**config.mk**
```make
export PLATFORM = sky130hd
export DESIGN_NAME = fetch_unit
export DESIGN_NICKNAME = d
export VERILOG_FILES = /design/src/rtl/fetch_unit.sv
export SDC_FILE = /design/constraint.sdc
export NUM_CORES = 1
export LEC_CHECK = 0
export BUFFER_PORTS_ARGS = -buffer_cell sky130_fd_sc_hd__buf_2
export CELL_PAD_IN_SITES_DETAIL_PLACEMENT = 0
export CELL_PAD_IN_SITES_GLOBAL_PLACEMENT = 1
export CORE_MARGIN = 2
export CORE_UTILIZATION = 45
export CTS_BUF_LIST = sky130_fd_sc_hd__clkbuf_4 sky130_fd_sc_hd__clkbuf_8
export DETAILED_ROUTE_END_ITERATION = 6
export GPL_ROUTABILITY_DRIVEN = 0
export HOLD_SLACK_MARGIN = 0.03
export PLACE_DENSITY_LB_ADDON = 0.1
export SYNTH_ARGS = -nofsm -noshare
export SYNTH_HDL_FRONTEND = slang
export SYNTH_SLANG_ARGS = --single-unit
```
**constraint.sdc**
```tcl
create_clock -name clk -period 17.6 [get_ports clk]
set_clock_uncertainty 0.05 [all_clocks]
set_input_delay 3.52 -clock clk [delete_from_list [all_inputs] [get_ports clk]]
set_output_delay 3.52 -clock clk [all_outputs]
set_load 0.03 [all_outputs]
```
**src/rtl/fetch_unit.sv**
```systemverilog
// fetch_unit: in-order instruction fetch with a credit-limited prefetch queue.
// Define FETCH_PERF_EN to add the perf_fetched/perf_flushed counters.
module fetch_unit #(
  parameter logic [63:0] INITPC = 64'h0,
  parameter int unsigned DEPTH  = 4
) (
  input  logic        clk,
  input  logic        reset,
  output logic        imem_req_valid,
  output logic [63:0] imem_req_addr,
  input  logic        imem_req_ready,
  input  logic        imem_rsp_valid,
  input  logic [31:0] imem_rsp_data,
  input  logic        redirect_valid,
  input  logic [63:0] redirect_pc,
  input  logic        halt,
  output logic        out_valid,
  output logic [31:0] out_instr,
  output logic [63:0] out_pc,
  input  logic        out_ready
`ifdef FETCH_PERF_EN
  ,
  output logic [31:0] perf_fetched,
  output logic [31:0] perf_flushed
`endif
);

  localparam int unsigned PW = $clog2(DEPTH);
  localparam int unsigned CW = PW + 1;
  localparam logic [CW-1:0] DEPTH_C = CW'(DEPTH);
  localparam logic [CW-1:0] ONE = CW'(1);
  localparam logic [PW-1:0] PONE = PW'(1);

  logic [63:0]   fpc_q, fpc_d;
  logic [63:0]   rpc_q, rpc_d;
  logic [CW-1:0] occ_q, occ_d;
  logic [CW-1:0] infl_q, infl_d;
  logic [CW-1:0] drop_q, drop_d;
  logic [PW-1:0] wr_q, wr_d;
  logic [PW-1:0] rd_q, rd_d;
  logic [31:0]   instr_q [DEPTH];
  logic [63:0]   pc_q [DEPTH];

  logic          req_fire;
  logic          rsp_drop;
  logic          push;
  logic          pop;
  logic [63:0]   redir_pc;
  logic [CW:0]   credit;

  assign redir_pc = redirect_pc & ~64'h3;
  assign credit   = {1'b0, occ_q} + {1'b0, infl_q};

  // Every request needs a queue slot reserved for its response.
  assign imem_req_valid = !reset && !halt &&
                          (credit < {1'b0, DEPTH_C});
  assign imem_req_addr  = fpc_q;
  assign req_fire       = imem_req_valid && imem_req_ready;

  assign out_valid = occ_q != '0;
  assign out_instr = out_valid ? instr_q[rd_q] : '0;
  assign out_pc    = out_valid ? pc_q[rd_q] : '0;
  assign pop       = out_valid && out_ready;

  assign rsp_drop = imem_rsp_valid &&
                    (redirect_valid || drop_q != '0);
  assign push     = imem_rsp_valid && !rsp_drop;

  always_comb begin
    infl_d = infl_q;
    if (req_fire)       infl_d = infl_d + ONE;
    if (imem_rsp_valid) infl_d = infl_d - ONE;
    fpc_d  = fpc_q;
    rpc_d  = rpc_q;
    occ_d  = occ_q;
    drop_d = drop_q;
    wr_d   = wr_q;
    rd_d   = rd_q;
    if (redirect_valid) begin
      fpc_d  = redir_pc;
      rpc_d  = redir_pc;
      occ_d  = '0;
      wr_d   = '0;
      rd_d   = '0;
      drop_d = infl_d;
    end else begin
      if (req_fire) fpc_d = fpc_q + 64'd4;
      if (imem_rsp_valid && drop_q != '0)
        drop_d = drop_q - ONE;
      if (push) begin
        rpc_d = rpc_q + 64'd4;
        wr_d  = wr_q + PONE;
      end
      if (pop) rd_d = rd_q + PONE;
      if (push && !pop)
        occ_d = occ_q + ONE;
      else if (pop && !push)
        occ_d = occ_q - ONE;
    end
  end

  always_ff @(posedge clk or posedge reset) begin
    if (reset) begin
      fpc_q  <= INITPC;
      rpc_q  <= INITPC;
      occ_q  <= '0;
      infl_q <= '0;
      drop_q <= '0;
      wr_q   <= '0;
      rd_q   <= '0;
      for (int i = 0; i < int'(DEPTH); i++) begin
        instr_q[i] <= '0;
        pc_q[i]    <= '0;
      end
    end else begin
      fpc_q  <= fpc_d;
      rpc_q  <= rpc_d;
      occ_q  <= occ_d;
      infl_q <= infl_d;
      drop_q <= drop_d;
      wr_q   <= wr_d;
      rd_q   <= rd_d;
      if (push) begin
        instr_q[wr_q] <= imem_rsp_data;
        pc_q[wr_q]    <= rpc_q;
      end
    end
  end

`ifdef FETCH_PERF_EN
  logic [31:0] fetched_q, fetched_d;
  logic [31:0] flushed_q, flushed_d;

  // A head popped in the redirect cycle was consumed, not discarded.
  always_comb begin
    fetched_d = fetched_q + (push ? 32'd1 : 32'd0);
    flushed_d = flushed_q + (rsp_drop ? 32'd1 : 32'd0);
    if (redirect_valid)
      flushed_d = flushed_d + 32'(occ_q) -
                  (pop ? 32'd1 : 32'd0);
  end

  always_ff @(posedge clk or posedge reset) begin
    if (reset) begin
      fetched_q <= '0;
      flushed_q <= '0;
    end else begin
      fetched_q <= fetched_d;
      flushed_q <= flushed_d;
    end
  end

  assign perf_fetched = fetched_q;
  assign perf_flushed = flushed_q;
`endif

endmodule

```
==> impl_metrics.json, run 1 <==
{
  "crit_fanout": 18,
  "post-cts-setup-buffers": 0,
  "final.period_utilization_pct": 46.16,
  "yosys.area_share.adder_pct": 0.6742,
  "setup_viol": 0,
  "max_freq_ghz": 0.1231,
  "wirelength_um": 66290,
  "dr.pass1.iters": 5,
  "ys_seq_area_share_pct": 50.86,
  "syn_area_sq_um": 25240,
  "irDropWorstVdd_mv": 0.06749,
  "grt_pass1_vias": 17650,
  "crit_type": "in2out",
  "synthTopCellsByArea": "dfrtp_1 (51%), mux2_2 (17%), mux4_2 (8.4%)",
  "via_per_inst": 5.662,
  "relSlewSlack_pct": 25.86,
  "r2r-start": "drop_q[0]",
  "die_h_um": 240.8,
  "muxShareOfSynthArea_pct": 25.44,
  "clock_sinks": 513,
  "drc": 0,
  "dieArea_sq_um": 58000,
  "rsz0062_at_grt": "false",
  "yosys.area_share.simple_pct": 13.44,
  "cts_hold_buf": 0,
  "synth-main-ff-cell": "dfrtp_1",
  "setup_tns_ns": 0,
  "synth-edff-count": 0,
  "grt_pass1_wl_um": 102900,
  "ff2ff_path_depth": 7,
  "hp-class": "reg2reg",
  "syn_avg_cell_area_sq_um": 12.56,
  "core-area_sq_um": 55310,
  "synth_xor_area_share_pct": 2.117,
  "clkLatencyLatePin_ns": 0.68,
  "hold_viol": 0,
  "yosysUniqueCellTypes": 58,
  "p_per_area_nw_per_um2": 140.0,
  "synthArstFlopShare_pct": 100.0,
  "num_rows": 86,
  "syn_to_final_growth_pct": 14.81,
  "cts_buffers": 92,
  "syn_inst": 2009,
  "routed-via-count": 17210,
  "cts_max_path_buffers": 3,
  "cts_root_buffer": "clkbuf_8",
  "holdWs_ns": 0.4294,
  "rr_endpoint": "instr_q[119]",
  "grt_use_total_pct": 23.14,
  "start_util_pct": 45.64,
  "worstSetupStartpoint": "reset",
  "cts-htree-levels": 3,
  "required_ns": 14.03,
  "drv_slew": 0,
  "netlist.area_leader.share_pct": 50.86,
  "leakage_nw": 13.24,
  "fin_crit_ns": 8.124,
  "nets": 2340,
  "dpl.hpwl_um": 42900,
  "io_buffers": 258,
  "worst_slew_pin_slew_ns": 1.112,
  "die_x_um": 240.8,
  "outcome": "completed",
  "ys_warn_count": 0,
  "crit_path_end": "imem_req_valid",
  "drive_gt1_share_pct": 40.93,
  "path_clk_slew_ns": 0.06,
  "yosysTopAreaCell": "dfrtp_1",
  "cts_tree": "built",
  "cts_resized": 0,
  "max_cap_violations": 0,
  "antenna_left": 0,
  "synth_top_family_by_area": "multiplexers",
  "ios": 265,
  "synth_compound_area_share_pct": 4.298,
  "antenna_found_initial": 3,
  "grt-ovfl-total": 0,
  "arrival_ns": 4.55,
  "wl_per_cell_um": 21.81,
  "end_kind": "output pin",
  "rrSetupSlack_ns": 14.01,
  "ys_ff_latch": 513,
  "drt_iter0_markers": 963,
  "start_kind": "primary input",
  "grt_max_degree": 191
}
[metrics by stage]
step | power [mW] | util [%] | instances | worst slack [ns] | cell area (sq um)
final | 4.057 | 52.40 | 3039 | 9.476 | 28980
after CTS | 4.118 | 52.39 | 3037 | 9.444 | 28970
after global placement | 2.860 | 48.81 | 2878 | 9.425 | 26990
after detailed placement | 2.900 | 48.81 | 2878 | 9.448 | 26990
after floorplan | 2.514 | - | 2012 | 1.952 | 25260
after global routing | 4.285 | 52.40 | 3039 | 9.371 | 28980
[sequential cells by signal (all words and copies together) (netlist names)]
| register | flops |
|---|---|
| pc_q | 248 |
| instr_q | 128 |
| imem_req_addr | 62 |
| rpc_q | 62 |
| drop_q | 3 |
| infl_q | 3 |
| occ_q | 3 |
| rd_q | 2 |
| wr_q | 2 |
[cell type report]
class,instances,area (sq um)
antenna,2,5.005
clock buffer,140,1745
clock inverter,19,234.0
fill,4993,26330
inverter,24,96.34
multi-input combinational,1315,11660
sequential,513,12840
tap,748,935.9
timing repair buffer,278,1456
[Yosys cell counts, types with 35 or more instances]
| cell | n |
|---|---|
| nor2_1 | 80 |
| clkbuf_1 | 80 |
| nand4_1 | 46 |
| and2_1 | 103 |
| dfrtp_1 | 513 |
| nand3_1 | 52 |
| mux2_2 | 377 |
| mux4_2 | 94 |
| o21ai_0 | 44 |
| buf_2 | 57 |
| nor4_1 | 35 |
| nand2_1 | 105 |
[critical path: stages]
cell	delay (ns)
buf_2	0.12
clkinvlp_4	0.39
and3_1	0.32
buf_2	0.18
[cell usage in the layout, fill, tap and decap left out, types with 21 or more instances in the layout]
cell        n
clkbuf_4   29
and4_1     27
nand3_1    52
buf_2     257
nand2_1   101
inv_1      22
a31oi_1    27
nand4_1    46
and3_1     27
a21oi_1    21
xor2_1     29
nor4_1     35
xnor2_1    32
mux4_2     94
mux2_2    377
dfrtp_1   511
nor3_1     32
and2_1    103
nor2_1     80
clkbuf_8  111
o21ai_0    44
[worst min-delay path by stage]
stage	start	endpoint	slack [ns]	cells past startpoint
floorplan	pc_q[101]	pc_q[101]	0.39	2
global placement	pc_q[215]	pc_q[215]	0.41	2
detailed placement	pc_q[121]	pc_q[121]	0.42	2
CTS	pc_q[121]	pc_q[121]	0.43	2
global route	instr_q[20]	instr_q[20]	0.46	1
finish	pc_q[191]	pc_q[191]	0.43	2
[logic make-up (layout without fill, tap and decap cells)]
| kind of cell | after synthesis | in the layout |
|---|---|---|
| adders and majority gates | 13 | 13 |
| DFF | 513 | 513 |
| xor gates and xnor gates | 61 | 61 |
| muxes | 477 | 477 |
| other | 1 | 6 |
| buffers and inverters | 184 | 461 |
| AOI/OAI and AO/OA | 165 | 165 |
| and+or+nand+nor | 595 | 595 |
[power by group]
group	total, mW	internal (mW)	switching (mW)
Sequential	1.58	1.40	0.181
Clock	1.20	0.702	0.498
Combinational	1.27	0.564	0.710
Total	4.06	2.67	1.39
[per-layer routing]
| layer | vias to the layer above | track usage (%) | wire [um] |
|---|---|---|---|
| li1 | 7830 | - | - |
| met1 | 8871 | 33.14 | 31210 |
| met2 | 404 | 35.99 | 30480 |
| met3 | 103 | 4.301 | 3246 |
| met4 | 0 | 6.996 | 1355 |
| met5 | - | 0 | 0 |
Note: power is estimated with default switching activity, not from simulation.
==> run 2, diff against run 1 <==
Settings changed: ABC_AREA set to 1.
Clock period 17.6 ns to 7.6 ns, I/O delays scaled along.
==> run 2 against run 1 <==
Via count is 44% higher. First-iteration DRC count is 120% higher. Wire length is 32% higher. Die area is 5.8% higher. Worst setup slack worse by 7.4 ns. Sequential share of layout area is 2.1 points lower. Final area is 4.9% higher. Non-clock buffer count is 1 higher. Largest power group unchanged.
==> impl_metrics.json, run 2 <==
{
  "grt_pass1_vias": 23660,
  "post-cts-setup-buffers": 0,
  "grt_max_degree": 189,
  "yosys.cell_count.top_type": "nand2_1",
  "relSlewSlack_pct": 21.67,
  "io_buffers": 258,
  "cp_slowest_stage_delay_ns": 0.90,
  "synth-main-ff-cell": "dfrtp_1",
  "start_kind": "register",
  "synth-edff-count": 0,
  "hp-class": "reg2reg",
  "grtUsageMet3_pct": 3.914,
  "cts_tree": "built",
  "end_kind": "output pin",
  "cp_num_buf_inv": 3,
  "irDropWorstVdd_mv": 0.1698,
  "clock_sinks": 513,
  "largest_register": "pc_q",
  "synth_common_cells": "nand2_1 (891), o21ai_0 (606), nor2_1 (567)",
  "netlist.area_leader.share_pct": 48.05,
  "leakage_nw": 14.14,
  "ys_seq_area_share_pct": 48.05,
  "fillers": 5874,
  "arrival_ns": 3.91,
  "ys_warn_count": 0,
  "ys_ff_latch": 513,
  "syn_to_final_growth_pct": 13.81,
  "cts_hold_buf": 0,
  "dpl.hpwl_um": 57200,
  "wirelength_um": 87270,
  "final_common_cell": "nand2_1",
  "ios": 265,
  "synthArstFlopShare_pct": 100.0,
  "die_h_um": 247.7,
  "die_x_um": 247.7,
  "syn_inst": 3588,
  "grt_util_met1_pct": 39.46,
  "required_ns": 6.03,
  "critPathSlowestCell": "dfrtp_4",
  "final_cell_mix": "nand2_1 (890), o21ai_0 (606), nor2_1 (567)",
  "fin_crit_ns": 5.482,
  "rsz0062_at_grt": "false",
  "max_freq_ghz": 0.1824,
  "num_rows": 89,
  "worst_slew_pin_slew_ns": 1.175,
  "utilization_pct": 51.62,
  "grt_pass1_wl_um": 135700,
  "hold_viol": 0,
  "largest_registers": "pc_q (248), instr_q (128)",
  "drv_slew": 0,
  "crit_chain": "clkinv_2, buf_4, nor2_1, o21ai_0, a21oi_1, buf_2",
  "syn_avg_cell_area_sq_um": 7.447,
  "dieArea_sq_um": 61340,
  "crit_family": "buffers and inverters",
  "nets": 3890,
  "max_cap_violations": 0,
  "synthTopCellsByArea": "dfrtp_1 (48%), nand2_1 (13%), o21ai_0 (11%)",
  "wl_per_cell_um": 18.91,
  "yosysUniqueCellTypes": 42,
  "p_per_area_nw_per_um2": 316.3,
  "syn_area_sq_um": 26720,
  "cts_root_buffer": "clkbuf_8",
  "cts_max_path_buffers": 3,
  "dr.pass1.iters": 6,
  "finalPower_mw": 9.617,
  "antenna_found_initial": 3,
  "antenna_left": 0,
  "clkLatencyLatePin_ns": 0.69,
  "final.period_utilization_pct": 72.13,
  "via_per_inst": 5.384,
  "largest_register_ffs": 248,
  "start_util_pct": 45.36,
  "drive_gt1_share_pct": 13.54,
  "drt_iter0_markers": 2116,
  "routed-via-count": 24850,
  "cts-htree-levels": 3,
  "crit_fanout": 69,
  "path_clk_slew_ns": 0.06,
  "rrSetupSlack_ns": 4.19,
  "met2_usage_pct": 45.33,
  "yosysTopAreaCell": "dfrtp_1",
  "setup_viol": 0,
  "grt-ovfl-total": 0,
  "outcome": "completed",
  "crit_type": "reg2out",
  "drc": 0,
  "core-area_sq_um": 58910,
  "cts_resized": 0,
  "top_usage_layer": "met2",
  "grt_use_total_pct": 28.51,
  "cts_buffers": 91
}
run 2: logic make-up after synthesis:
logic type,synth area share (%)
other,0.01404
AND/OR/NAND/NOR,27.20
adder cells (fa/ha/maj),0.6369
flip-flops,48.05
XOR/XNOR,1.934
AO/OA/AOI/OAI,15.38
buffers and inverters,6.786
run 2: path summary, 6_finish.rpt:
check	from	endpoint	cells after the start
setup / recovery	rd_q[1]	out_pc[23]	6
hold / removal	pc_q[188]	pc_q[188]	2
setup reg to reg	drop_q[0]	pc_q[9]	10
hold reg to reg	pc_q[188]	pc_q[188]	2
max in group asynchronous	reset	pc_q[71]	4
min in group asynchronous	reset	rpc_q[15]	2
run 2: worst reg2reg max path, stage by stage (launching register included):
cell and delay (ns):
dfrtp_1 0.36, inv_1 0.12, ha_1 0.16, inv_1 0.05, nor2_2 0.10, nand2_2 0.14
nor2_4 0.71, nand2_8 0.63, buf_4 0.62, nand2_1 0.20, o21ai_0 0.09
run 2: power breakdown:
part | internal [mW] | switching (mW)
Clock | 1.62 | 1.18
Sequential | 3.21 | 0.402
Combinational | 0.904 | 2.30
Total | 5.74 | 3.88
run 2: layout make-up:
type	instances	area, sq um	share of cell area [%]
diodes	2	5.005	0.01646
clock buffers	149	1876	6.168
clock inverters	10	120.1	0.3950
inverters	262	991.0	3.259
multi-input cells	2627	12140	39.93
flip-flops and latches	513	12840	42.24
well taps	773	967.2	3.181
repair buffers	279	1461	4.806
run 2: per-layer routing:
metal / part of all wire (%) / vias to the layer above / routed length [um]
met3: 5.7 / 149 / 4989
li1: - / 11970 / -
met5: 0 / - / 0
met4: 3.3 / 0 / 2913
met2: 46 / 790 / 40580
met1: 44 / 11940 / 38790
run 2: metrics by stage:
step	instance area, sq um	instances	hold WS [ns]	setup WS [ns]	setup TNS [ns]
4_1_cts	30400	4613	0.4314	2.079	0
6_report	30410	4615	0.4268	2.118	0
2_1_floorplan	26730	3591	0.3978	-0.9363	-480.33
5_1_grt	30410	4615	0.4511	1.981	0
3_3_place_gp	28410	4454	0.4106	2.866	0
3_5_place_dp	28410	4454	0.4173	2.839	0
==> run 3, diff against run 2 <==
Clock period 7.6 ns to 5.55 ns, I/O delays scaled along.
==> run 3 against run 2 <==
Final area grew 0.63%. Cell count grew 0.17%. Clock-buffer cell count shrank 1. Sequential power grew 37%. Combinational power grew 38%. Register-to-register slack lost 1.8 ns. Sequential cell count is the same. Wire length shrank 0.25%. Die area is the same. Clock power grew 43%. Largest cell class unchanged. First-iteration DRC count grew 4.4%.
==> impl_metrics.json, run 3 (synthesis results as in run 2) <==
{
  "routed-via-count": 24900,
  "drt_iter0_markers": 2210,
  "antenna_left": 0,
  "max_freq_ghz": 0.2143,
  "relSlewSlack_pct": 23.48,
  "finalPower_mw": 13.38,
  "leakage_nw": 14.23,
  "cts_hold_buf": 0,
  "core-area_sq_um": 58910,
  "rsz0062_at_grt": "false",
  "end_kind": "output pin",
  "crit_type": "reg2out",
  "required_ns": 4.39,
  "dr.pass1.iters": 5,
  "dieArea_sq_um": 61340,
  "irDropWorstVdd_mv": 0.3141,
  "via_per_inst": 5.386,
  "hp-class": "in2async",
  "post-place-ws_ns": 1.200,
  "grt_pass1_wl_um": 135200,
  "die_x_um": 247.7,
  "drc": 0,
  "cts_root_buffer": "clkbuf_8",
  "cts_tree": "built",
  "nets": 3890,
  "drive_gt1_share_pct": 13.74,
  "wl_per_cell_um": 18.83,
  "clock_sinks": 513,
  "largest_register": "pc_q",
  "final.period_utilization_pct": 84.08,
  "num_rows": 89,
  "grt-ovfl-total": 0,
  "post-cts-setup-buffers": 0,
  "path_clk_slew_ns": 0.06,
  "setup_tns_ns": 0,
  "worst_slew_pin_slew_ns": 1.148,
  "hold_viol": 0,
  "fin_crit_ns": 4.667,
  "largest_registers": "pc_q (248), instr_q (128)",
  "dpl.hpwl_um": 57600,
  "syn_to_final_growth_pct": 14.53,
  "setup_viol": 0,
  "start_util_pct": 45.36,
  "grt_max_degree": 189,
  "arrival_ns": 3.51,
  "drv_slew": 0,
  "die_h_um": 247.7,
  "p_per_area_nw_per_um2": 437.2,
  "cts_resized": 0,
  "cts-htree-levels": 3,
  "ios": 265,
  "start_kind": "register",
  "io_buffers": 258,
  "max_cap_violations": 0,
  "outcome": "completed",
  "cts_buffers": 92,
  "antenna_found_initial": 2,
  "clkLatencyLatePin_ns": 0.69,
  "fin_ws_ns": 0.8835,
  "largest_register_ffs": 248,
  "grt_pass1_vias": 23810,
  "wirelength_um": 87050,
  "grt_use_total_pct": 28.41,
  "final_cell_mix": "nand2_1 (890), o21ai_0 (606), nor2_1 (567)",
  "final_common_cell": "nand2_1",
  "crit_fanout": 41,
  "cts_max_path_buffers": 3
}
## run 3: cell count changes in the layout (fill, tap and decap cells not counted)
cell,before,now
bufinv_16,2,4
buf_4,20,12
inv_6,0,1
inv_8,1,2
diode_2,2,1
clkbuf_4,28,24
clkinv_2,6,14
clkbuf_8,121,124
clkinv_8,1,0
buf_12,1,8
## run 3: layer usage
metal,GRT usage (%),wire (um)
met5,0,0
met2,45.33,40310
met3,3.795,5314
met4,11.62,3059
met1,39.16,38370
## run 3: stage by stage
stage	util [%]	hold slack [ns]	cell area [sq um]	std cells
2_1_floorplan	-	0.3978	26730	3591
3_3_place_gp	48.36	0.4100	28490	4453
3_5_place_dp	48.36	0.4147	28490	4453
4_1_cts	51.94	0.3337	30600	4622
5_1_grt	51.95	0.3559	30600	4623
6_report	51.95	0.3585	30600	4623
## run 3: worst max-delay path, stage by stage, from the launching register on
cell and delay, ns:
dfrtp_4 0.83, clkinv_2 0.63, buf_4 0.47, nor2_1 0.14
o21ai_0 0.09, a21oi_1 0.34, buf_2 0.27
## run 3: worst paths after layout
| path | slack [ns] | startpoint | cells after the start | end |
|---|---|---|---|---|
| worst min-delay path | 0.36 | reset | 2 | occ_q[2] |
| worst max register to register | 2.38 | drop_q[0] | 8 | pc_q[181] |
| worst max-delay path | 0.88 | rd_q[1] | 6 | out_pc[23] |
| max in group asynchronous | 3.71 | reset | 3 | pc_q[247] |
| min in group clk | 0.43 | pc_q[169] | 2 | pc_q[169] |
| worst min register to register | 0.43 | pc_q[169] | 2 | pc_q[169] |
## run 3: final cells by class
class | count | area, sq um
diodes | 1 | 2.502
inverters | 262 | 991.0
flip-flops and latches | 513 | 12840
multi-input cells | 2627 | 12140
clock inverters | 21 | 224.0
repair buffers | 278 | 1541
clock buffers | 148 | 1887
well taps | 773 | 967.2
fillers | 5864 | 28310
## run 3: where the power goes
group / total, mW / internal (mW) / switching, mW
sequential: 4.95 / 4.40 / 0.555
clock: 4.00 / 2.35 / 1.65
combinational: 4.42 / 1.27 / 3.16
total: 13.4 / 8.01 / 5.36
